===== config.mk =====
export PLATFORM = sky130hd
export DESIGN_NAME = dbus_uart_tx
export DESIGN_NICKNAME = d
export VERILOG_FILES = /design/src/rtl/dbus_uart_tx.sv
export SDC_FILE = /design/constraint.sdc
export NUM_CORES = 1
export LEC_CHECK = 0
export CAP_MARGIN = 40
export CORE_MARGIN = 2
export CORE_UTILIZATION = 30
export CTS_CLUSTER_SIZE = 20
export DETAILED_ROUTE_END_ITERATION = 10
export PLACE_DENSITY = 0.53
export SLEW_MARGIN = 20
export SYNTH_ARGS = -nofsm -noshare
export SYNTH_HDL_FRONTEND = slang
export SYNTH_SLANG_ARGS = --single-unit

===== constraint.sdc =====
create_clock -name clk -period 3.25 [get_ports clk]
set_input_delay 0.8125 -clock clk [delete_from_list [all_inputs] [get_ports clk]]
set_output_delay 0.8125 -clock clk [all_outputs]
set_load 0.05 [all_outputs]

===== src/rtl/dbus_uart_tx.sv =====
// dbus_uart_tx: D-bus slave with a byte FIFO feeding a UART transmitter (8N1, LSB first).
//
// Register map (word-aligned byte offsets):
//   0x0 DATA   write-only, wdata[7:0] pushed into the TX FIFO; reads 0
//   0x4 STATUS read-only: bit0 busy, bit1 full, bit2 empty, bit3 overflow (sticky,
//              cleared by a STATUS read), bits[8:4] FIFO count
//   0x8 DIV    read/write clocks-per-bit in bits[15:0]; values below 2 are stored as 2
//
// Ports:
//   clk    single clock, rising edge
//   rst    synchronous active-high reset
//   ss     slave select
//   bstart one-cycle transfer start strobe (accepted only with ss)
//   ttype  0 = read, 1 = write
//   tsize  0 = byte, 1 = halfword, 2 = word
//   addr   byte offset within the peripheral
//   wdata  write data
//   rdata  read data, valid while bdone is high
//   bdone  completion pulse, one cycle after the accepted strobe
//   tx     UART serial output, idle high
module dbus_uart_tx #(
  parameter int unsigned CLKS_PER_BIT = 16,
  parameter int unsigned FIFO_DEPTH   = 8
) (
  input  logic        clk,
  input  logic        rst,
  input  logic        ss,
  input  logic        bstart,
  input  logic        ttype,
  input  logic [1:0]  tsize,
  input  logic [3:0]  addr,
  input  logic [31:0] wdata,
  output logic [31:0] rdata,
  output logic        bdone,
  output logic        tx
);

  localparam int unsigned PtrW     = $clog2(FIFO_DEPTH);
  localparam logic [4:0]  DepthCnt = 5'(FIFO_DEPTH);
  localparam logic [15:0] DivReset = 16'(CLKS_PER_BIT);

  typedef enum logic [1:0] {StIdle, StStart, StData, StStop} state_e;

  state_e          state_q, state_d;
  logic [15:0]     div_q, div_d;
  logic [15:0]     bit_div_q, bit_div_d;   // DIV latched at frame start
  logic [15:0]     clk_cnt_q, clk_cnt_d;
  logic [2:0]      bit_idx_q, bit_idx_d;
  logic [7:0]      shreg_q, shreg_d;
  logic [PtrW-1:0] wr_ptr_q, wr_ptr_d;
  logic [PtrW-1:0] rd_ptr_q, rd_ptr_d;
  logic [4:0]      count_q, count_d;
  logic            overflow_q, overflow_d;
  logic [31:0]     rdata_q, rdata_d;
  logic            bdone_q, bdone_d;
  logic [7:0]      fifo_mem [FIFO_DEPTH];

  logic        xfer, aligned;
  logic        wr_data, rd_status, wr_div, rd_div;
  logic        fifo_full, fifo_empty, push, pop, ovf_evt, busy, bit_end;
  logic [15:0] div_wr;
  logic [31:0] status_w;
  logic        unused_wdata;

  assign unused_wdata = ^wdata[31:16];

  // Bus decode; misaligned or unmapped accesses still complete but touch nothing.
  assign xfer      = ss & bstart;
  assign aligned   = (addr[1:0] == 2'b00);
  assign wr_data   = xfer & aligned & (addr[3:2] == 2'd0) & ttype;
  assign rd_status = xfer & aligned & (addr[3:2] == 2'd1) & ~ttype;
  assign wr_div    = xfer & aligned & (addr[3:2] == 2'd2) & ttype;
  assign rd_div    = xfer & aligned & (addr[3:2] == 2'd2) & ~ttype;

  assign fifo_full  = (count_q == DepthCnt);
  assign fifo_empty = (count_q == 5'd0);
  // Fullness is judged on the pre-pop count, so a simultaneous pop does not make room.
  assign push       = wr_data & ~fifo_full;
  assign ovf_evt    = wr_data & fifo_full;
  assign busy       = (state_q != StIdle);
  assign bit_end    = (clk_cnt_q == bit_div_q - 16'd1);
  assign status_w   = {23'd0, count_q, overflow_q, fifo_empty, fifo_full, busy};

  // A byte-sized DIV write only replaces the low byte.
  assign div_wr = (tsize == 2'd0) ? {div_q[15:8], wdata[7:0]} : wdata[15:0];

  always_comb begin
    div_d = div_q;
    if (wr_div) begin
      div_d = (div_wr < 16'd2) ? 16'd2 : div_wr;
    end
  end

  always_comb begin
    overflow_d = overflow_q;
    if (rd_status) overflow_d = 1'b0;
    if (ovf_evt)   overflow_d = 1'b1;
  end

  always_comb begin
    rdata_d = '0;
    if (rd_status) begin
      rdata_d = status_w;
    end else if (rd_div) begin
      rdata_d = {16'd0, div_q};
    end
  end

  assign bdone_d = xfer;

  always_comb begin
    wr_ptr_d = wr_ptr_q;
    rd_ptr_d = rd_ptr_q;
    count_d  = count_q;
    if (push) wr_ptr_d = wr_ptr_q + PtrW'(1);
    if (pop)  rd_ptr_d = rd_ptr_q + PtrW'(1);
    unique case ({push, pop})
      2'b10:   count_d = count_q + 5'd1;
      2'b01:   count_d = count_q - 5'd1;
      default: count_d = count_q;
    endcase
  end

  // Transmitter next-state logic.
  always_comb begin
    state_d   = state_q;
    clk_cnt_d = clk_cnt_q;
    bit_idx_d = bit_idx_q;
    shreg_d   = shreg_q;
    bit_div_d = bit_div_q;
    pop       = 1'b0;
    unique case (state_q)
      StIdle: begin
        if (!fifo_empty) begin
          pop       = 1'b1;
          shreg_d   = fifo_mem[rd_ptr_q];
          bit_div_d = div_q;
          clk_cnt_d = '0;
          state_d   = StStart;
        end
      end
      StStart: begin
        if (bit_end) begin
          clk_cnt_d = '0;
          bit_idx_d = '0;
          state_d   = StData;
        end else begin
          clk_cnt_d = clk_cnt_q + 16'd1;
        end
      end
      StData: begin
        if (bit_end) begin
          clk_cnt_d = '0;
          if (bit_idx_q == 3'd7) begin
            state_d = StStop;
          end else begin
            bit_idx_d = bit_idx_q + 3'd1;
          end
        end else begin
          clk_cnt_d = clk_cnt_q + 16'd1;
        end
      end
      StStop: begin
        if (bit_end) begin
          clk_cnt_d = '0;
          state_d   = StIdle;
        end else begin
          clk_cnt_d = clk_cnt_q + 16'd1;
        end
      end
      default: state_d = StIdle;
    endcase
  end

  always_comb begin
    tx = 1'b1;
    unique case (state_q)
      StStart: tx = 1'b0;
      StData:  tx = shreg_q[bit_idx_q];
      default: tx = 1'b1;
    endcase
  end

  always_ff @(posedge clk) begin
    if (rst) begin
      state_q    <= StIdle;
      div_q      <= DivReset;
      bit_div_q  <= DivReset;
      clk_cnt_q  <= '0;
      bit_idx_q  <= '0;
      shreg_q    <= '0;
      wr_ptr_q   <= '0;
      rd_ptr_q   <= '0;
      count_q    <= '0;
      overflow_q <= 1'b0;
      rdata_q    <= '0;
      bdone_q    <= 1'b0;
    end else begin
      state_q    <= state_d;
      div_q      <= div_d;
      bit_div_q  <= bit_div_d;
      clk_cnt_q  <= clk_cnt_d;
      bit_idx_q  <= bit_idx_d;
      shreg_q    <= shreg_d;
      wr_ptr_q   <= wr_ptr_d;
      rd_ptr_q   <= rd_ptr_d;
      count_q    <= count_d;
      overflow_q <= overflow_d;
      rdata_q    <= rdata_d;
      bdone_q    <= bdone_d;
    end
  end

  // Storage needs no reset: pointers and count define which entries are live.
  always_ff @(posedge clk) begin
    if (push) fifo_mem[wr_ptr_q] <= wdata[7:0];
  end

  assign rdata = rdata_q;
  assign bdone = bdone_q;

endmodule


# Word-level counts from Yosys, hierarchy flattened
# Memories as Yosys holds them, arrays and structs flattened. A register that Yosys moved wholly into a read port is not among the register bits.
# Index checks and enable logic that the tools add are counted.
# classes
order_cmp	2
n_reduce_logical	15
eq_ne	16
add_sub_neg	7
bitwise_logic	15
mux	27
# ops
cell	count
16-bit two-way mux	4
16-bit one-hot mux with 2 select lines	1
9-bit two-way mux	2
16-bit by 1-bit adder with 16-bit output, second input constant	1
16-bit equality test	1
16-bit by 2-bit < comparator with 1-bit output, second input constant	1
16-bit by 1-bit subtractor with 16-bit output, second input constant	1
2-bit inequality test, second input constant	6
1-bit AND	11
2-bit two-way mux	5
5-bit one-hot mux with 2 select lines	1
3-bit by 1-bit adder with 3-bit output, second input constant	3
3-bit two-way mux	3
2-bit equality test, second input constant	4
2-bit zero test	4
2-bit one-hot mux with 4 select lines	1
2-bit nonzero test	4
1-bit two-way mux	7
2-bit by 1-bit equality test with 1-bit output, second input constant	3
3-bit one-hot mux with 2 select lines	1
3-bit OR reduction	2
5-bit by 1-bit adder with 5-bit output, second input constant	1
5-bit by 4-bit equality test with 1-bit output, second input constant	1
5-bit zero test	1
other kinds (10)	13
# word_totals
input_bits	43
ff_bits	98
mem_count	1
word_cells	96
ram_bits	64
output_inout_bits	34
# memory_table
memory	words	word_bits	read_ports	rd_ports_with_merged_regs	write_ports	line_no	text
fifo_mem	8	8	1	1	1	56	logic [7:0] fifo_mem [FIFO_DEPTH];

# Logic depth before layout (Yosys ltp)
# Gate-level depths: netlist of the first run.
# depth
depth_word	7
ltp_mapped	15
ltp_nobuf	13

# Worst setup path before layout of the first run
# No wires, ideal clock.
# synth_timing
kind	reg2reg
startpoint	register count_q[0]
endpoint	register count_q[4]
setup_slack_ns	-0.040
t_arrival_ns	3.219
setup_ns	0.070
required_time_ns	3.180
synth_period_minus_slack_ns	3.290
n_path_buf	2
path_stages_with_launch	14
path_cell_list	dfxtp_1 > nor4_1 > and2_1 > nand2b_1 > clkbuf_1 > clkinv_1 > clkbuf_1 > ha_1 > ha_1 > a21o_1 > a21oi_1 > xnor2_1 > or3_1 > a21oi_1
# synth_between
elab_chain_len	5
elab_cells_between_ends	12
classes_between	add/sub: 2; eq/ne: 3; mux: 3; bitwise: 2; reduce/logical: 2
# synth_rtl
item	line_no	text
start, declared	52	logic [4:0] count_q, count_d;
start signal, assigned	207	count_q <= count_d;
5-bit zero test (*)	76	assign fifo_empty = (count_q == 5'd0);
1-bit two-way mux (*)	134	if (!fifo_empty) begin
1-bit two-way mux (*)	132	unique case (state_q)
via pop	60	logic fifo_full, fifo_empty, push, pop, ovf_evt, busy, bit_end;
2-bit by 1-bit equality test with 1-bit output or 2-bit equality test (tied branches)	117	unique case ({push, pop})
5-bit one-hot mux with 2 select lines or 2-bit nonzero test (tied branches)	-	
# The timed path passes the listed nets; every way through them passes the cells marked *.
# A chain may end at the register's enable or synchronous reset.

# Worst setup path after layout of the first run
# layout_timing
startpoint	input port ss
endpoint	register count_q[4]
# layout_between
elab_chain_len	7
elab_cells_between_ends	9
classes_between	eq/ne: 2; mux: 1; bitwise: 5; reduce/logical: 1
# layout_rtl
item	line_no	text
start, declared	27	input logic ss,
1-bit AND (*)	68	assign xfer = ss & bstart;
1-bit AND (*) (3 in a row)	70	assign wr_data = xfer & aligned & (addr[3:2] == 2'd0) & ttype;
1-bit AND (*)	78	assign push = wr_data & ~fifo_full;
2-bit by 1-bit equality test with 1-bit output or 2-bit equality test (tied branches)	117	
5-bit one-hot mux with 2 select lines or 2-bit nonzero test (tied branches)	-	
# Every way passes the cells marked *; elsewhere a longest branch is shown, timed or not.

==> results of run 1 <==
[synthesized netlist by cell type, drive strengths merged (2+ instances only)]
master	n
nand3b	3
dfxtp	90
xnor2	12
clkbuf	26
or2b	2
a211oi	10
a21o	3
a22o	11
a31oi	10
xor2	14
or3	3
or4	5
a41oi	2
nor3	17
edfxtp	64
nor4	14
nor2	54
nand4	3
a21oi	49
and3	17
mux4	18
mux2i	18
and4	2
nand2	59
buf	25
o22ai	2
ha	15
and2	3
o2111ai	2
nor2b	2
nand2b	14
o31a	2
nand3	24
o21ai	8
inv	18
a22oi	3
[cells by family after synthesis]
group                      after synthesis  share of synthesized area
and+or+nand+nor                        224                      0.161
DFF                                    154                      0.532
AOI/OAI and AO/OA                      115                      0.112
buffers and inverters                   70                     0.0486
muxes                                   36                     0.0837
xor gates and xnor gates                26                     0.0325
adders and majority gates               16                     0.0297
other                                    1                   0.000536
[power by group through the flow]
| stage | clock [mW] | sequential (mW) | combinational [mW] |
|---|---|---|---|
| finish | 1.94 | 2.20 | 1.42 |
| detailed placement | 0 | 2.25 | 1.41 |
| global route | 2.06 | 2.22 | 1.61 |
| CTS | 1.98 | 2.21 | 1.41 |
| floorplan | 0 | 2.22 | 1.07 |
| global placement | 0 | 2.25 | 1.37 |
[stage by stage]
stage	hold WS [ns]	cell area, um^2	std cells	util
floorplan	0.444	7060	657	-
global route	0.510	8520	1034	0.374
finish	0.474	8520	1034	0.374
global placement	0.468	7900	1000	0.347
detailed placement	0.474	7900	1000	0.347
CTS	0.481	8490	1032	0.373
[area by class of cell]
class	instances	area, um^2
Fill cell	2198	14300
Sequential cell	154	3720
Multi-Input combinational cell	433	3000
Timing Repair Buffer	83	742
Clock buffer	17	425
Tap cell	313	392
Clock inverter	15	163
Inverter	19	71.3
[state kept, by name (all words and copies together), names as in the netlist, 5 cells and up]
name,cells
shreg_q,8
clk_cnt_q,16
bit_div_q,16
div_q,16
rdata,16
count_q,5
fifo_mem,64
[final timing paths]
path,slack (ns),to,cells past startpoint,startpoint
worst max-delay path,0.29,count_q[4],14,ss
worst min-delay path,0.47,bit_div_q[15],2,bit_div_q[15]
worst max register to register,0.36,clk_cnt_q[15],10,bit_div_q[0]
worst min register to register,0.47,bit_div_q[15],2,bit_div_q[15]
[per-layer routing]
metal  up-vias  track usage  wire length (um)
li1       2466            -                 -
met1      2419        0.182              7520
met2       120        0.220              7540
met3        16       0.0266               486
met4         0       0.0446               192
met5         -            0                 0
[worst min-delay path: cells and delay by family (launching register included)]
family	cells	cell delay (ns)
DFF	1	0.32
and+or+nand+nor	1	0.06
AOI/OAI and AO/OA	1	0.05
[cells in the final DEF, fill, tap and decap left out, drive strengths merged, types with 3 or more instances in the layout]
| cell | netlist | final |
|---|---|---|
| a211oi | 10 | 10 |
| a21o | 3 | 3 |
| a21oi | 49 | 49 |
| a22o | 11 | 11 |
| a22oi | 3 | 3 |
| a31oi | 10 | 10 |
| and2 | 3 | 3 |
| and3 | 17 | 17 |
| buf | 25 | 40 |
| clkbuf | 26 | 17 |
| clkdlybuf4s50 | 0 | 42 |
| clkinv | 1 | 6 |
| conb | 1 | 16 |
| dfxtp | 90 | 90 |
| edfxtp | 64 | 64 |
| ha | 15 | 15 |
| inv | 18 | 27 |
| mux2i | 18 | 18 |
| mux4 | 18 | 18 |
| nand2 | 59 | 59 |
| nand2b | 14 | 14 |
| nand3 | 24 | 24 |
| nand3b | 3 | 3 |
| nand4 | 3 | 3 |
| nor2 | 54 | 54 |
| nor3 | 17 | 17 |
| nor4 | 14 | 14 |
| o21ai | 8 | 8 |
| or3 | 3 | 3 |
| or4 | 5 | 5 |
| xnor2 | 12 | 12 |
| xor2 | 14 | 14 |
==> flow_summary.toml, run 1 <==
[sta]
hold_violations = 0
skew_ns = 0.0108
setup_viol = 0
tns_ns = 0
slew_headroom = 0.578
fin_ws_ns = 0.290
max_freq_mhz = 338
slew_viol_final = 0
post-route-period-util = 0.911
worst_pin_slew_ns = 0.632
layout_min_cycle_time_ns = 2.96
rsz0062_at_grt = "no"

[synth]
synth.yosys.seq_area_share = 0.532
synth.top_cell.area_share = 0.275
synth-async-reset-ratio = 0
postSynthCellCount = 642
synth_top_area_cell = "edfxtp_1"
netlist_area_um2 = 7000
ys_dominant_reg_cell = "dfxtp_1"
synth_area_leaders = "edfxtp_1 (27%), dfxtp_1 (26%), mux4_2 (5.8%)"
synth_edf_count = 64
avgSynthCellArea_um2 = 10.9
yosys_warnings = 0
synth_cell_type_count = 60
ys_seq_elements = 154

[routing]
first_iter_violations = 358
drc = 0
avgViaCountPerCell = 4.86
ant_nets = 0
wl_per_cell_um = 15.2
firstDrtPassIters = 7
drt-total-wl_mm = 15.7
dr_total_vias = 5021

[grt]
grt_pass1_wl_mm = 25.9
grt_pass1_vias = 4977
antenna_found_initial = 0
grt_usage = 0.135
overflow = 0
grt_start_max_net_pins = 36

[power_and_ir_drop]
powerDensity_nw_per_um2 = 653
p_int_mw = 3.70
p_clk_frac = 0.349
power_mw = 5.56
p_comb_frac = 0.255
p_sw_mw = 1.87
seqPwrFrac = 0.396
peakVddDrop_uv = 412
swShare = 0.336
p_leak_nw = 3.04

[cts]
clkSinkCount = 154
cts_resized = 0
tritoncts = "done"
htreeDepth = 4
clock_latency_ns = 0.43
cts.clk_slew.worst_paths_ns = 0.07
root_buffer = "clkbuf_16"
cts_buffers = 17
ctsHoldBuffers = 0
clockBufferDepth = 2
postCtsSetupRepairBufs = 0

[flow_run]
max_cap_violations = 0

[place]
hpwl_mm = 11.2
dpl_worst_slack_ns = -0.142
port_buffers = 44
gp_congestion = 0.789

[layout]
nNetsFinal = 767
syn_to_final_growth_pct = 21.7
antennaDiodeCount = 0
drive_above_1_share = 0.143

[setup_path]
worstPathMaxFanout = 4
crit_buf_inv = 4
cp.arrival_ns = 3.32
cp-start-kind = "primary input"
critPathKind = "in2reg"
path_cells = "clkdlybuf4s50_1 -> nand2_1 -> nor4_1 -> buf_4 -> nand3_1 -> ha_1 -> inv_1 -> fa_1 -> inv_1 -> a21o_1 -> a21oi_1 -> xnor2_1 -> or3_1 -> a21oi_1"
end_kind = "register"
crit_family = "buffers and inverters"
crit_path_max_incr_delay_ns = 0.47
crit_required_ns = 3.61
cp_slowest_cell = "clkdlybuf4s50_1"

[die]
die_area_um2 = 24600
io_pins = 77
die_h_um = 157
placeableCoreArea_um2 = 22800
start_util = 0.307
die_w_um = 157
num_rows = 55

[outcome]
status = "finished, final reports clean"

[worst_hold_path]
min_path_type = "reg2reg"
(Power assumes the default switching activity.)
==> inputs of run 2 (changes only) <==
--- a/config.mk
+++ b/config.mk
@@ -11,6 +11,7 @@
 export CTS_CLUSTER_SIZE = 20
 export DETAILED_ROUTE_END_ITERATION = 10
 export PLACE_DENSITY = 0.53
+export SKIP_LAST_GASP = 1
 export SLEW_MARGIN = 20
 export SYNTH_ARGS = -nofsm -noshare
 export SYNTH_HDL_FRONTEND = slang
==> results of run 2 <==
The final DEF is identical to that of run 1; final timing and power are the same.
==> inputs of run 3 (changes only) <==
--- a/config.mk
+++ b/config.mk
@@ -5,6 +5,7 @@
 export SDC_FILE = /design/constraint.sdc
 export NUM_CORES = 1
 export LEC_CHECK = 0
+export ABC_CLOCK_PERIOD_IN_PS = 3250
 export CAP_MARGIN = 40
 export CORE_MARGIN = 2
 export CORE_UTILIZATION = 30
==> results of run 3 <==
The final DEF is identical to that of run 1; final timing and power are the same.
